**src/rtl/traffic_phase_scheduler.sv**
```systemverilog
// Demand-driven 4-road junction phase sequencer, timed in external ticks.
// Optional pedestrian all-red phase is enabled by defining PED_ALLRED_EN.
module traffic_phase_scheduler #(
  parameter int unsigned GREEN_T   = 20,
  parameter int unsigned MIN_GREEN = 5,
  parameter int unsigned YELLOW_T  = 5,
  parameter int unsigned PED_T     = 10,
  parameter int unsigned CNT_W     = 8
) (
  input  logic        clk,
  input  logic        rst,
  input  logic        tick,
  input  logic [3:0]  sensor,
`ifdef PED_ALLRED_EN
  input  logic        ped_req,
  output logic        ped_walk,
`endif
  output logic [11:0] light,
  output logic [1:0]  active_road,
  output logic [1:0]  phase
);

  typedef enum logic [1:0] {
    PH_RED_CLEAR = 2'd0,
    PH_GREEN     = 2'd1,
    PH_YELLOW    = 2'd2,
    PH_PED       = 2'd3
  } phase_e;

  localparam logic [CNT_W:0] GREEN_LIM  = (CNT_W+1)'(GREEN_T);
  localparam logic [CNT_W:0] MIN_LIM    = (CNT_W+1)'(MIN_GREEN);
  localparam logic [CNT_W:0] YELLOW_LIM = (CNT_W+1)'(YELLOW_T);
`ifdef PED_ALLRED_EN
  localparam logic [CNT_W:0] PED_LIM    = (CNT_W+1)'(PED_T);
`endif

  phase_e           phase_q, phase_d;
  logic [1:0]       road_q, road_d;
  logic [CNT_W-1:0] cnt_q, cnt_d;
  logic [11:0]      light_q, light_d;
  logic [CNT_W:0]   cnt_p1;
  logic [CNT_W-1:0] cnt_sat;
  logic [1:0]       next_road;
  logic [1:0]       cand;
  logic             found;
  logic             other_req;
`ifdef PED_ALLRED_EN
  logic             ped_pend_q, ped_pend_d;
  logic             ped_walk_q, ped_walk_d;
`endif

  // Round-robin search starting after the current road; the current road
  // itself is the last candidate, so a lone requester keeps being picked.
  always_comb begin
    next_road = road_q + 2'd1;
    found     = 1'b0;
    cand      = '0;
    for (int unsigned i = 1; i <= 4; i++) begin
      cand = road_q + 2'(i);
      if (!found && sensor[cand]) begin
        next_road = cand;
        found     = 1'b1;
      end
    end
  end

  assign other_req = |(sensor & ~(4'b0001 << road_q));
  assign cnt_p1    = {1'b0, cnt_q} + (CNT_W+1)'(1);
  assign cnt_sat   = (&cnt_q) ? cnt_q : cnt_p1[CNT_W-1:0];

  always_comb begin
    phase_d    = phase_q;
    road_d     = road_q;
    cnt_d      = cnt_q;
`ifdef PED_ALLRED_EN
    ped_pend_d = ped_pend_q | ped_req;
    ped_walk_d = ped_walk_q;
`endif
    if (tick) begin
      unique case (phase_q)
        PH_RED_CLEAR: begin
          cnt_d = '0;
`ifdef PED_ALLRED_EN
          if (ped_pend_q) begin
            phase_d    = PH_PED;
            ped_pend_d = ped_req;
            ped_walk_d = 1'b1;
          end else begin
            road_d  = next_road;
            phase_d = PH_GREEN;
          end
`else
          road_d  = next_road;
          phase_d = PH_GREEN;
`endif
        end
        PH_GREEN: begin
          if (other_req && (cnt_p1 >= GREEN_LIM ||
                            (cnt_p1 >= MIN_LIM && !sensor[road_q]))) begin
            phase_d = PH_YELLOW;
            cnt_d   = '0;
          end else begin
            cnt_d = cnt_sat;
          end
        end
        PH_YELLOW: begin
          if (cnt_p1 == YELLOW_LIM) begin
            phase_d = PH_RED_CLEAR;
            cnt_d   = '0;
          end else begin
            cnt_d = cnt_p1[CNT_W-1:0];
          end
        end
        PH_PED: begin
`ifdef PED_ALLRED_EN
          if (cnt_p1 == PED_LIM) begin
            phase_d    = PH_RED_CLEAR;
            cnt_d      = '0;
            ped_walk_d = 1'b0;
          end else begin
            cnt_d = cnt_p1[CNT_W-1:0];
          end
`else
          phase_d = PH_RED_CLEAR;
          cnt_d   = '0;
`endif
        end
        default: phase_d = PH_RED_CLEAR;
      endcase
    end
  end

  // Lights decoded from the next state so they register on the same edge.
  always_comb begin
    light_d = '0;
    for (int unsigned k = 0; k < 4; k++) begin
      if (2'(k) == road_d && phase_d == PH_GREEN)
        light_d[3*k +: 3] = 3'b001;
      else if (2'(k) == road_d && phase_d == PH_YELLOW)
        light_d[3*k +: 3] = 3'b010;
      else
        light_d[3*k +: 3] = 3'b100;
    end
  end

  always_ff @(posedge clk or negedge rst) begin
    if (!rst) begin
      phase_q    <= PH_RED_CLEAR;
      road_q     <= 2'd3;
      cnt_q      <= '0;
      light_q    <= 12'h924;
`ifdef PED_ALLRED_EN
      ped_pend_q <= 1'b0;
      ped_walk_q <= 1'b0;
`endif
    end else begin
      phase_q    <= phase_d;
      road_q     <= road_d;
      cnt_q      <= cnt_d;
      light_q    <= light_d;
`ifdef PED_ALLRED_EN
      ped_pend_q <= ped_pend_d;
      ped_walk_q <= ped_walk_d;
`endif
    end
  end

  assign light       = light_q;
  assign active_road = road_q;
  assign phase       = phase_q;
`ifdef PED_ALLRED_EN
  assign ped_walk    = ped_walk_q;
`endif

endmodule

```
**config.mk**
```make
export PLATFORM = sky130hd
export DESIGN_NAME = traffic_phase_scheduler
export DESIGN_NICKNAME = d
export VERILOG_FILES = /design/src/rtl/traffic_phase_scheduler.sv
export SDC_FILE = /design/constraint.sdc
export NUM_CORES = 1
export LEC_CHECK = 0
export BUFFER_PORTS_ARGS = -buffer_cell sky130_fd_sc_hd__buf_4
export CAP_MARGIN = 20
export CORE_UTILIZATION = 48
export DETAILED_ROUTE_END_ITERATION = 12
export HOLD_SLACK_MARGIN = 0.05
export PLACE_DENSITY = 0.68
export REMOVE_ABC_BUFFERS = 1
export SYNTH_ARGS = -nofsm -noshare
export SYNTH_HDL_FRONTEND = slang
export SYNTH_SLANG_ARGS = --single-unit
```
**constraint.sdc**
```tcl
create_clock -name clk -period 7.85 [get_ports clk]
set_clock_uncertainty 0.2 [all_clocks]
set_input_delay 0.3925 -clock clk [delete_from_list [all_inputs] [get_ports clk]]
set_output_delay 0.3925 -clock clk [all_outputs]
set_load 0.1 [all_outputs]
```
==> results of run 1 <==
## worst max-delay path, stage by stage, from the launching register on
cell      delay [ns]
dfstp_2         0.75
inv_1           0.11
ha_1            0.43
mux4_1          0.60
nand2b_1        0.19
a21oi_2         0.11
nor2_1          0.07
a32oi_4         0.36
inv_4           0.09
nor3_1          0.20
## placed cells by master, fill, tap and decap left out, drive strengths merged, types with 4 or more instances in the layout
cell type and n:
ha 7, and2 4, nand3 10, a21oi 10, dfrtp 18, o211ai 4
o21ai 10, and3 6, o22ai 5, nor2 15, nor3 13, nand2b 8
buf 22, inv 9, dfstp 6, nand2 15
## final cells by class
| class | count | area, um2 | share of cell area [%] |
|---|---|---|---|
| multi-input combinational | 147 | 1020 | 52.3 |
| sequential | 24 | 608 | 31.1 |
| timing repair buffer | 23 | 175 | 8.95 |
| tap | 46 | 57.6 | 2.94 |
| inverter | 10 | 40.0 | 2.05 |
| clock inverter | 1 | 30.0 | 1.53 |
| clock buffer | 3 | 22.5 | 1.15 |
## how the worst max path moves through the flow
stage	slack, ns	start	endpoint	cells after the start
global route	4.46	cnt_q[1]$_DFFE_PN0P_	cnt_q[0]$_DFFE_PN0P_	8
global placement	4.82	active_road[0]$_DFF_PN1_	light[4]$_DFF_PN0_	9
finish	4.65	active_road[0]$_DFF_PN1_	light[3]$_DFF_PN0_	9
detailed placement	4.70	active_road[0]$_DFF_PN1_	light[3]$_DFF_PN0_	9
floorplan	4.56	active_road[0]$_DFF_PN1_	light[1]$_DFF_PN0_	9
CTS	4.66	active_road[0]$_DFF_PN1_	light[0]$_DFF_PN0_	9
## cell usage after synthesis, types with 2 or more instances
library cell / count / area (um2)
o31ai_1: 2 / 15.0
nand2_1: 15 / 56.3
nor2b_1: 3 / 18.8
o211ai_1: 4 / 30.0
a21o_1: 3 / 22.5
a2bb2oi_1: 2 / 17.5
inv_1: 7 / 26.3
o22ai_1: 5 / 31.3
buf_2: 4 / 20.0
buf_6: 2 / 22.5
nand3_1: 10 / 50.1
mux2i_1: 2 / 20.0
a31oi_1: 3 / 18.8
o2111ai_1: 2 / 17.5
and3_1: 4 / 25.0
dfrtp_1: 18 / 450
dfstp_2: 6 / 158
o21ai_1: 2 / 10.0
and3_4: 2 / 22.5
o21ai_0: 8 / 40.0
ha_1: 7 / 87.6
clkbuf_1: 2 / 7.51
a21oi_1: 9 / 45.0
mux2_2: 3 / 33.8
nor3_1: 12 / 60.1
nor2_1: 15 / 56.3
and2_1: 4 / 25.0
a211oi_1: 2 / 15.0
nand2b_1: 8 / 50.1
## repair_timing
| action | 4_1_cts | 5_1_grt |
|---|---|---|
| hold buffers | 1 | 0 |
| endpoints found under the hold margin | 24 | 0 |
| resized for setup | 0 | 0 |
## state kept, by name, indices dropped and copies added (netlist names)
register     count
active_road      2
cnt_q            8
light           12
phase            2
## per-layer routing
layer,GRT usage (%),part of all wire [%]
met5,0,0
met4,5.40,0.73
met3,2.28,3.5
met2,38.1,50
met1,31.4,46
## metrics by stage
step / hold WS [ns] / cells
floorplan: -0.103 / 181
global placement: 0.102 / 249
detailed placement: 0.110 / 249
CTS: 0.149 / 254
global route: 0.164 / 254
finish: 0.162 / 254
## logic make-up after synthesis
logic type | count (synthesis) | synth area share [%]
fa+ha+maj | 7 | 5.08
mux | 8 | 6.74
compound gates | 53 | 22.5
flops | 24 | 35.2
simple gates | 77 | 22.9
xor+xnor | 2 | 2.10
buf+inv | 19 | 5.44
==> impl_metrics.tcl, run 1 <==
set metrics [dict create \
    syn2layout_area_growth_pct 13.4 \
    cts_inserted_buffers 3 \
    antenna_found_initial 0 \
    grt_max_degree 25 \
    placed_cell_area_um2 1890 \
    dr.pass1.iters 4 \
    worst_ep_arrival_time_ns 3.23 \
    rsz0062_at_grt "no" \
    finalInstanceArea_um2 1960 \
    synth_edf_count 0 \
    hold_violations 0 \
    hold_path_end "cnt_q[6]$_DFFE_PN0P_" \
    cts_root_buf "clkbuf_4" \
    dp_hpwl_um 2950 \
    htreeDepth 1 \
    synth_area_per_cell_um2 9.08 \
    hold_path_depth 2 \
    cts_buffer_depth 2 \
    dr_total_vias 1518 \
    drt-wirelength-per-cell_um 15.7 \
    clock_latency_ns 0.32 \
    path_clk_slew_ns 0.14 \
    cts_tree "yes" \
    timing.rr.start "active_road[0]$_DFF_PN1_" \
    setup_viol 0 \
    fillCellCount 310 \
    num_io_pins 23 \
    grt_pass1_wl_um 6400 \
    r2r_setup_slack_ns 4.65 \
    layout-drive-gt1-share_pct 24.0 \
    rows 21 \
    fin_crit_sh_pct 40.7 \
    syn_inst 190 \
    grt_pass1_vias 1391 \
    synth_area_um2 1730 \
    fin_nets 223 \
    diodes 0 \
    max-cap-violations 0 \
    ys_seq_elements 24 \
    drv_slew 0 \
    grt_overflow 0 \
    critical_path.endpoint_type "flip-flop" \
    critPathRequiredTime_ns 7.89 \
    worst_slew_margin_rel_pct 52.4 \
    hp-start "tick" \
    design.core.area_um2 3390 \
    synth.yosys.warnings 0 \
    tns_ns 0 \
    fin_crit_ns 3.20 \
    vias_per_cell 5.98 \
    drt-total-wl_um 3990 \
    port_buffers 22 \
    clock_sinks 24 \
    layout_setup_ws_ns 4.65 \
    chipHeight_um 62.0 \
    initial_core_util_pct 50.9 \
    synth_ff_type "dfrtp_1" \
    gp_congestion 0.875 \
    synth-seq-area-share_pct 35.2 \
    drt-initial-drc-count 96 \
    drc_errors 0 \
    dieArea_um2 3840 \
    tightest_slew_ns 0.708 \
    crit_type "flip-flop to flip-flop" \
    dp_slack_ns 4.70 \
    clock.fmax_mhz 313 \
    min_path_type "input pin to flip-flop" \
    die_x_um 62.0 \
    rr_endpoint "light[3]$_DFF_PN0_" \
    r2r_cells 9 \
    ant_nets 0 \
    start_kind "flip-flop" \
    crit_path_max_fanout 12 \
    fin_util_pct 57.7 \
    grt_util_all_layers_pct 22.7 \
    synthArstFlopShare_pct 100 \
    synth.distinct_cells 53 \
    status "finished clean" \
    cts_setup_buffers 0 \
]
Power of run 1 is not shown: default switching activity piles up to over one toggle a cycle in this logic, so the estimate is an artifact.
==> run 2: changes to the inputs <==
- clock period: 7.85 -> 3.07 ns (I/O delays scaled with it)
==> impl_metrics.tcl, run 2 (synthesis gave the netlist of run 1 again) <==
set metrics [dict create \
    cts_inserted_buffers 3 \
    drt-total-wl_um 4040 \
    die_x_um 62.0 \
    diodes 0 \
    initial_core_util_pct 50.9 \
    rsz0062_at_grt "no" \
    critPathRequiredTime_ns 3.10 \
    vias_per_cell 5.72 \
    drv_slew 0 \
    num_io_pins 23 \
    grt_pass1_vias 1331 \
    fin_crit_ns 2.91 \
    design.core.area_um2 3390 \
    port_buffers 22 \
    syn2layout_area_growth_pct 18.6 \
    gp_congestion 0.858 \
    fillCellCount 287 \
    dr.pass1.iters 4 \
    max-cap-violations 0 \
    dieArea_um2 3840 \
    largest_register_ffs 12 \
    antenna_found_initial 0 \
    fin_crit_sh_pct 94.7 \
    hold_violations 0 \
    grt_max_degree 18 \
    grt_overflow 0 \
    ant_nets 0 \
    setup_viol 0 \
    tightest_slew_ns 0.463 \
    dp.cells 256 \
    drt-wirelength-per-cell_um 15.2 \
    layout-drive-gt1-share_pct 26.5 \
    start_kind "flip-flop" \
    final_cell_mix "30 x buf_4, 18 x dfrtp_1, 15 x nand2_1, 15 x nor2_1, 12 x nor3_1" \
    fin_nets 234 \
    worst_slew_margin_rel_pct 68.7 \
    clock_latency_ns 0.32 \
    cts_buffer_depth 2 \
    grt_util_all_layers_pct 22.9 \
    critical_path.endpoint_type "flip-flop" \
    dp_hpwl_um 3010 \
    chipHeight_um 62.0 \
    crit_path_max_fanout 7 \
    crit_type "flip-flop to flip-flop" \
    mostFrequentLayoutCell "buf_4" \
    grt_pass1_wl_um 6280 \
    status "finished clean" \
    clock.fmax_mhz 344 \
    path_clk_slew_ns 0.14 \
    htreeDepth 1 \
    dr_total_vias 1517 \
    min_path_type "input pin to flip-flop" \
    drt-initial-drc-count 45 \
    clock_sinks 24 \
    cts_tree "yes" \
    cts_root_buf "clkbuf_4" \
    drc_errors 0 \
    worst_ep_arrival_time_ns 2.94 \
    rows 21 \
    fin_cells 265 \
]
run 2: critical path, stage by stage (launching register included):
cell     delay, ns
dfstp_2       0.60
inv_1         0.07
ha_1          0.31
buf_4         0.16
mux4_2        0.28
or2_4         0.25
a21oi_1       0.20
nor3_2        0.10
xnor2_4       0.29
inv_2         0.12
nor3_1        0.23
run 2: per-layer routing:
metal	part of all wire [%]	vias to the layer above	track usage, %
met5	0	-	0
met4	0.89	0	6.98
met3	2.4	4	3.52
met2	49	23	37.1
met1	47	742	31.5
li1	-	748	-
run 2: repair_timing:
| action | in CTS | in global routing |
|---|---|---|
| setup endpoints to repair | 0 | 3 |
| hold buffers | 4 | 0 |
| gates resized for setup | 0 | 0 |
| setup buffers | 0 | 1 |
| hold endpoints to repair | 32 | 0 |
run 2: final timing paths:
kind                                          start                  endpoint  slack (ns)  cells after the start
setup / recovery           active_road[0]$_DFF_PN1_        light[6]$_DFF_PN0_        0.16                     10
hold / removal                            sensor[1]  active_road[1]$_DFF_PN1_        0.31                      5
setup reg to reg           active_road[0]$_DFF_PN1_        light[6]$_DFF_PN0_        0.16                     10
hold reg to reg                cnt_q[5]$_DFFE_PN0P_      cnt_q[5]$_DFFE_PN0P_        0.46                      2
max in group asynchronous                       rst      cnt_q[7]$_DFFE_PN0P_        1.02                      4
min in group asynchronous                       rst      cnt_q[0]$_DFFE_PN0P_        0.54                      3
run 2: stage by stage:
stage / setup WS (ns) / TNS, ns / hold WS, ns / utilization (%) / instance area, um2
2_1_floorplan: -0.223 / -1.92 / -0.342 / - / 1670
3_3_place_gp: 0.268 / 0 / -0.136 / 57.4 / 1950
3_5_place_dp: 0.165 / 0 / -0.131 / 57.4 / 1950
4_1_cts: 0.0994 / 0 / 0.309 / 60.2 / 2040
5_1_grt: 0.0161 / 0 / 0.378 / 60.4 / 2050
6_report: 0.161 / 0 / 0.306 / 60.4 / 2050
run 2: final cells by class:
type | count | area (um2) | area share (%)
clock inverters | 1 | 30.0 | 1.47
repair buffers | 34 | 265 | 13.0
well taps | 46 | 57.6 | 2.81
clock buffers | 3 | 22.5 | 1.10
multi-input cells | 147 | 1020 | 50.0
flip-flops and latches | 24 | 608 | 29.7
inverters | 10 | 40.0 | 1.96
Power of run 2 is left out for the same reason.
==> run 3: changes to the inputs <==
- CORE_MARGIN: not set -> 4
- PLACE_DENSITY: 0.68 -> 0.65
==> impl_metrics.tcl, run 3 (synthesis gave the netlist of run 1 again) <==
set metrics [dict create \
    critical_path.endpoint_type "flip-flop" \
    status "finished clean" \
    clock.fmax_mhz 349 \
    port_buffers 22 \
    dieArea_um2 4620 \
    worst_slew_margin_rel_pct 68.6 \
    min_path_type "input pin to asynchronous set/reset pin" \
    fillCellCount 327 \
    num_io_pins 23 \
    htreeDepth 1 \
    critPathRequiredTime_ns 3.10 \
    dp_hpwl_um 2920 \
    drc_errors 0 \
    clock_latency_ns 0.31 \
    rr_endpoint "light[2]$_DFF_PN1_" \
    setup_viol 0 \
    grt_overflow 0 \
    drt-total-wl_um 3910 \
    design.core.area_um2 3420 \
    drv_slew 0 \
    drt-initial-drc-count 98 \
    rows 21 \
    fin_crit_ns 2.87 \
    syn2layout_area_growth_pct 17.5 \
    tightest_slew_ns 0.471 \
    grt_util_all_layers_pct 18.5 \
    ant_nets 0 \
    clock_sinks 24 \
    seq_area_um2 608 \
    cts_root_buf "clkbuf_4" \
    max-cap-violations 0 \
    drt-wirelength-per-cell_um 14.7 \
    fin_util_pct 59.4 \
    startpoint "active_road[1]$_DFF_PN1_" \
    mostFrequentLayoutCell "buf_4" \
    die_x_um 68.0 \
    grt_pass1_wl_um 6460 \
    vias_per_cell 5.83 \
    dp.cells 257 \
    cts_tree "yes" \
    grt_pass1_vias 1395 \
    fin_crit_sh_pct 93.4 \
    diodes 0 \
    chipHeight_um 68.0 \
    rsz0062_at_grt "no" \
    r2r_setup_slack_ns 0.20 \
    dr.pass1.iters 4 \
    dr_total_vias 1545 \
    layout-drive-gt1-share_pct 27.9 \
    cp-endpoint "light[2]$_DFF_PN1_" \
    start_kind "flip-flop" \
    crit_type "flip-flop to flip-flop" \
    fin_cells 265 \
    gp_congestion 0.904 \
    cts_buffer_depth 2 \
    timing.rr.start "active_road[1]$_DFF_PN1_" \
    cts_inserted_buffers 3 \
    worst_ep_arrival_time_ns 2.90 \
    antenna_found_initial 0 \
    multiInputGateArea_um2 1030 \
    crit_path_max_fanout 8 \
    largest_register_ffs 12 \
    grt_max_degree 25 \
    hold_violations 0 \
    final_cell_mix "32 x buf_4, 18 x dfrtp_1, 15 x nand2_1, 15 x nor2_1, 12 x nor3_1" \
    initial_core_util_pct 50.5 \
    fin_nets 234 \
    path_clk_slew_ns 0.13 \
    r2r_cells 9 \
]
run 3: changes by cell type in the layout (fill, tap and decap cells not counted), sizes merged:
cell	previous run	this run
clkbuf	3	4
buf	30	32
dlygate4sd3	4	2
bufinv	1	0
run 3: worst min-delay path by stage:
stage,from,endpoint,slack [ns]
final,rst,light[0]$_DFF_PN0_,0.06
after floorplan,rst,cnt_q[0]$_DFFE_PN0P_,-0.34
after global placement,rst,light[10]$_DFF_PN0_,-0.13
after global routing,rst,light[0]$_DFF_PN0_,0.07
after CTS,rst,light[1]$_DFF_PN0_,0.06
after detailed placement,rst,light[1]$_DFF_PN0_,-0.13
run 3: through the flow:
step / hold WS, ns / setup WS (ns) / instance area (um2) / TNS [ns]
2_1_floorplan: -0.342 / -0.223 / 1670 / -1.92
3_3_place_gp: -0.134 / 0.257 / 1950 / 0
5_1_grt: 0.0696 / 0.00660 / 2030 / 0
4_1_cts: 0.0577 / 0.156 / 2010 / 0
6_report: 0.0559 / 0.202 / 2030 / 0
3_5_place_dp: -0.134 / 0.198 / 1950 / 0
run 3: cell type report:
class / instances / area share [%]
multi-input cells: 147 / 50.6
clock buffers: 4 / 1.79
repair buffers: 34 / 12.8
inverters: 10 / 1.97
flip-flops and latches: 24 / 30.0
well taps: 46 / 2.84
run 3: layer usage:
layer | part of all wire [%] | up-vias | GRT usage, %
li1 | - | 752 | -
met1 | 44 | 747 | 22.7
met2 | 50 | 40 | 33.0
met3 | 4.8 | 6 | 2.13
met4 | 1.4 | 0 | 6.70
met5 | 0 | - | 0
run 3: repair_timing:
item,4_1_cts,5_1_grt
hold buffers,2,0
hold endpoints to repair,31,0
buffers inserted,0,2
setup endpoints to repair,0,4
resized for setup,0,1
run 3: worst max-delay path, cell delays in order, from the launching register on:
cell	delay, ns
dfstp_2	0.55
inv_1	0.09
ha_2	0.42
mux4_1	0.58
nand2b_1	0.18
a21oi_2	0.10
nor2_1	0.08
a32oi_4	0.33
buf_4	0.17
nand3_1	0.09
Power of run 3 is left out for the same reason.
